$ cat config.mk
export PLATFORM = sky130hd
export DESIGN_NAME = morse_letter_sequencer
export DESIGN_NICKNAME = d
export VERILOG_FILES = /design/src/rtl/morse_letter_sequencer.sv
export SDC_FILE = /design/constraint.sdc
export NUM_CORES = 1
export LEC_CHECK = 0
export BUFFER_PORTS_ARGS = -buffer_cell sky130_fd_sc_hd__buf_2
export CAP_MARGIN = 20
export CORE_MARGIN = 4
export CORE_UTILIZATION = 27
export DETAILED_ROUTE_END_ITERATION = 16
export RECOVER_POWER = 50
export SYNTH_ARGS = -nofsm -noshare
export SYNTH_HDL_FRONTEND = slang
export SYNTH_SLANG_ARGS = --single-unit
$ cat constraint.sdc
create_clock -name clk -period 2.1 [get_ports clk]
set_clock_uncertainty 0.2 [all_clocks]
set_input_delay 0.105 -clock clk [delete_from_list [all_inputs] [get_ports clk]]
set_output_delay 0.105 -clock clk [all_outputs]
set_load 0.01 [all_outputs]
$ cat src/rtl/morse_letter_sequencer.sv
`default_nettype none
// ============================================================================
//  Module   : morse_letter_sequencer
//  Purpose  : Frames a dot/dash symbol stream into letters and word spaces,
//             presenting each letter downstream over a valid/ready handshake.
//  Revision : 1.0  initial release
// ============================================================================
module morse_letter_sequencer #(
  parameter int LETTER_GAP = 6,
  parameter int WORD_GAP   = 14,
  parameter int MAX_SYMS   = 4,
  parameter int GAP_W      = 5
) (
  input  logic                  clk,
  input  logic                  reset,
  input  logic                  button,
  input  logic                  sym_valid,
  input  logic [1:0]            sym_code,
  output logic                  enc_clear,
  output logic [2*MAX_SYMS-1:0] letter_out,
  output logic [2:0]            letter_len,
  output logic                  letter_err,
  output logic                  letter_valid,
  input  logic                  letter_ready,
  output logic                  word_space,
  output logic                  overrun
);

  localparam int         c_ACC_W   = 2 * MAX_SYMS;
  localparam logic [1:0] c_IDLE    = 2'd0;
  localparam logic [1:0] c_COLLECT = 2'd1;
  localparam logic [1:0] c_EMIT    = 2'd2;

  logic [1:0]         r_state;
  logic [GAP_W-1:0]   r_gap_cnt;
  logic [c_ACC_W-1:0] r_acc;
  logic [2:0]         r_count;
  logic               r_err;
  logic               r_arm;
  logic               r_pend;
  logic               r_enc_clear;
  logic [c_ACC_W-1:0] r_letter_out;
  logic [2:0]         r_letter_len;
  logic               r_letter_err;
  logic               r_letter_valid;
  logic               r_word_space;
  logic               r_overrun;

  logic w_letter_gap;
  logic w_word_gap;
  logic w_ws_hit;
  logic w_code_bad;

  assign w_letter_gap = (r_gap_cnt == GAP_W'(LETTER_GAP));
  assign w_word_gap   = (r_gap_cnt == GAP_W'(WORD_GAP));
  // A symbol on the same cycle cancels the word space: it starts a new letter.
  assign w_ws_hit     = r_arm && w_word_gap && !sym_valid;
  assign w_code_bad   = !sym_code[0];

  always_ff @(posedge clk) begin
    if (!reset) begin
      r_state        <= c_IDLE;
      r_gap_cnt      <= '0;
      r_acc          <= '0;
      r_count        <= '0;
      r_err          <= 1'b0;
      r_arm          <= 1'b0;
      r_pend         <= 1'b0;
      r_enc_clear    <= 1'b0;
      r_letter_out   <= '0;
      r_letter_len   <= '0;
      r_letter_err   <= 1'b0;
      r_letter_valid <= 1'b0;
      r_word_space   <= 1'b0;
      r_overrun      <= 1'b0;
    end else begin
      r_enc_clear  <= 1'b0;
      r_word_space <= 1'b0;

      if (button || sym_valid)
        r_gap_cnt <= '0;
      else if (!w_word_gap)
        r_gap_cnt <= r_gap_cnt + 1'b1;

      if (sym_valid)
        r_arm <= 1'b0;

      case (r_state)
        c_IDLE: begin
          if (sym_valid) begin
            r_state <= c_COLLECT;
            r_acc   <= c_ACC_W'(sym_code);
            r_count <= 3'd1;
            r_err   <= w_code_bad;
          end else if (w_ws_hit) begin
            r_word_space <= 1'b1;
            r_arm        <= 1'b0;
          end
        end

        c_COLLECT: begin
          if (sym_valid) begin
            if (r_count == 3'(MAX_SYMS)) begin
              r_err <= 1'b1;
            end else begin
              r_acc   <= {r_acc[c_ACC_W-3:0], sym_code};
              r_count <= r_count + 3'd1;
              if (w_code_bad)
                r_err <= 1'b1;
            end
          end else if (w_letter_gap) begin
            r_state        <= c_EMIT;
            r_letter_out   <= r_acc;
            r_letter_len   <= r_count;
            r_letter_err   <= r_err;
            r_letter_valid <= 1'b1;
            r_enc_clear    <= 1'b1;
            r_arm          <= 1'b1;
          end
        end

        c_EMIT: begin
          if (sym_valid)
            r_overrun <= 1'b1;
          if (letter_ready) begin
            r_state        <= c_IDLE;
            r_letter_valid <= 1'b0;
            r_acc          <= '0;
            r_count        <= '0;
            r_err          <= 1'b0;
            // A word gap seen while holding the letter fires on the first IDLE cycle.
            r_word_space   <= r_pend || w_ws_hit;
            r_pend         <= 1'b0;
            if (w_ws_hit)
              r_arm <= 1'b0;
          end else if (w_ws_hit) begin
            r_pend <= 1'b1;
            r_arm  <= 1'b0;
          end
        end

        default: r_state <= c_IDLE;
      endcase
    end
  end

  assign enc_clear    = r_enc_clear;
  assign letter_out   = r_letter_out;
  assign letter_len   = r_letter_len;
  assign letter_err   = r_letter_err;
  assign letter_valid = r_letter_valid;
  assign word_space   = r_word_space;
  assign overrun      = r_overrun;

endmodule
`default_nettype wire

==> impl_metrics.yaml <==
status:
  status: "finished clean"
clocking:
  clk_latency_ps: 290
  clock_sinks: 37
  clkTransAtPathRegs_ps: 70
  cts_tree: "yes"
  htree_levels: 2
  cts.path.max_buffers: 2
  numCtsBuffers: 5
  cts-root-buf: "clkbuf_8"
layout:
  antenna_cells: 0
  num-fill-cells: 621
  layout-drive-gt1-share: 0.1111
  stdcell_count: 297
  finalInstanceArea_sq_um: 1926
  regArea_sq_um: 743.2
  area_growth_pct: 20.42
  fin_nets: 240
  multi_input_area_sq_um: 773.2
synth:
  ys_top_cells_by_area: "dfxtp_1 46%, a21oi_1 9.7%, nand2_1 8.9%"
  ys_ff_latch: 37
  ys_warn_count: 0
  yosys-top-cells-count: "38 x nand2_1, 37 x dfxtp_1, 31 x a21oi_1, 12 x nand3_1, 10 x nor2_1"
  synth_sequential_area_ratio: 0.4632
  synth_cell_types: 33
  synth_top_area_cell: "dfxtp_1"
  synthFlopType: "dfxtp_1"
  synth_top_area_share: 0.4632
  avgSynthCellArea_sq_um: 8.200
  syn_nets: 210
  synth_most_common_cell: "nand2_1"
  async_flop_share: 0
  postSynthCellCount: 195
  synth_area_sq_um: 1599
  synth-edff-count: 0
placed_design:
  place_hpwl_mm: 2.424
  post_dp_cell_area_sq_um: 1792
  portBuffers: 22
  dp_slack_ps: 104.3
  gp_congestion: 0.8281
  dp.cells: 284
pwr:
  p_sw_frac: 0.2487
  p_seq_frac: 0.531
  p_int_mw: 1.025
  clockPowerShare: 0.374
  p_switching_mw: 0.3393
  power.leakage_nw: 0.6867
  p_comb_frac: 0.095
  power_density_nw_per_um2: 708.6
  peakVddDrop_v: 0.0002230
floorplanning:
  dieWidth_microns: 84.96
  ios: 23
  core_area_sq_um: 5608
  die_area_sq_um: 7217
  start_util: 0.2851
  rows: 27
  fp.dieH_microns: 84.96
detailed_routing:
  antenna_left: 0
  first_pass_iters: 4
  drc: 0
  viasPerCell: 4.603
  first_iter_violations: 77
  dr_total_vias: 1367
  wirelength_mm: 3.370
  post_drt_wl_per_cell_microns: 11.35
worst_setup_path:
  cp_max_fo: 5
  arrival_ps: 1960
  path_class: "reg2reg"
  crit_buf_inv: 1
  cpPeakStageDelay_ps: 420
  slowest_stage: "or3_1"
  cp-start-kind: "flip-flop"
  path_cells: "inv_1 -> ha_1 -> or3_1 -> nand4_1 -> a21oi_1 -> o221a_2"
  end_kind: "flip-flop"
  worstPathRequired_ps: 2090
  crit_family: "simple AND/OR/NAND/NOR gates"
timing:
  fin_setup_tns_ps: 0
  finalCritPeriodShare: 0.9378
  timing.final.ws_setup_ps: 130.6
  period_minus_slack_ps: 1969
  setup_viol: 0
  slew_headroom: 0.6040
  timing.hold.ws_ps: 254.0
  rsz0062_at_grt: "no"
  fmax_mhz: 507.8
  worstMarginPinSlew_ps: 593.9
  drv_slew: 0
  finalHoldViolations: 0
grt:
  first_global_vias: 1257
  grt_max_degree: 30
  grt.total_usage: 0.09655
  antenna_found_initial: 0
  overflow: 0
  grt_pass1_wl_mm: 5.699
run:
  drv_cap: 0
min_path:
  hp-class: "reg2reg"
-- state kept, by name (all words and copies together), names as in the netlist, 2 cells and up --
| signal | count |
|---|---|
| r_gap_cnt | 5 |
| letter_out | 8 |
| letter_len | 3 |
| r_state | 2 |
| r_count | 3 |
| r_acc | 8 |
-- stage by stage --
stage               power [mW]  utilization
CTS                      1.372       0.3463
global placement        0.8588       0.3195
detailed placement      0.8578       0.3195
global route             1.422       0.3434
floorplan               0.8269            -
finish                   1.364       0.3434
-- power by group through the flow --
stage	logic [mW]	clock network, mW	registers (mW)
2_1_floorplan	0.0894	0	0.738
3_3_place_gp	0.118	0	0.741
3_5_place_dp	0.117	0	0.740
4_1_cts	0.126	0.521	0.724
5_1_grt	0.144	0.551	0.726
6_report	0.130	0.510	0.725
-- routing by layer --
layer,track usage,vias to the layer above,wire length (microns)
met2,0.1462,23,1465
met5,0,-,0
met3,0.02136,7,115
li1,-,723,-
met1,0.1254,614,1711
met4,0.05612,0,78
-- cells by family after synthesis --
logic type | Yosys count | synth area share
XOR/XNOR | 2 | 0.01096
multiplexers | 1 | 0.006260
adder cells (fa/ha/maj) | 8 | 0.06260
AO/OA/AOI/OAI | 49 | 0.1737
flip-flops | 37 | 0.4632
AND/OR/NAND/NOR | 78 | 0.2293
buffers and inverters | 20 | 0.05399
-- area by class of cell --
cell class                      count  share of cell area
Clock buffer                        6             0.04288
Sequential cell                    37              0.3860
Multi-Input combinational cell    138              0.4016
Tap cell                           72             0.04678
Timing Repair Buffer               34              0.1014
Inverter                            9             0.01754
Clock inverter                      1            0.003899
-- placed cells by master (no fill, tap or decap), types with 2 or more instances in the layout --
cell / count
xnor2_1: 2
ha_1: 8
buf_2: 5
nor2_1: 10
o21bai_1: 2
buf_4: 4
nand4_1: 2
clkbuf_8: 6
a21oi_1: 31
o21ai_0: 7
a311oi_1: 2
clkbuf_1: 17
inv_1: 8
dlygate4sd3_1: 6
or3_1: 4
dfxtp_2: 2
nand2_1: 38
nand3_1: 12
a211oi_1: 2
dfxtp_1: 35
nand2b_1: 4
-- worst min-delay path, cell delays in order, from the launching register on --
cell	delay, ps
dfxtp_1	310
nand2_1	50
a21oi_1	50
-- worst paths after layout --
check / startpoint / end / slack, ps / cells past startpoint
hold reg to reg: letter_out[4] / letter_out[4] / 250 / 2
setup / recovery: r_state[0] / r_count[0] / 130 / 6
hold / removal: letter_out[4] / letter_out[4] / 250 / 2
setup reg to reg: r_state[0] / r_count[0] / 130 / 6
-- what timing repair did --
| action | 4_1_cts | 5_1_grt |
|---|---|---|
| setup buffers | 0 | 0 |
| endpoints found under the hold margin | 12 | 0 |
| endpoints found under the setup margin | 0 | 9 |
| gates resized for setup | 0 | 4 |
| hold buffers | 6 | 0 |
(Power assumes the default switching activity.)
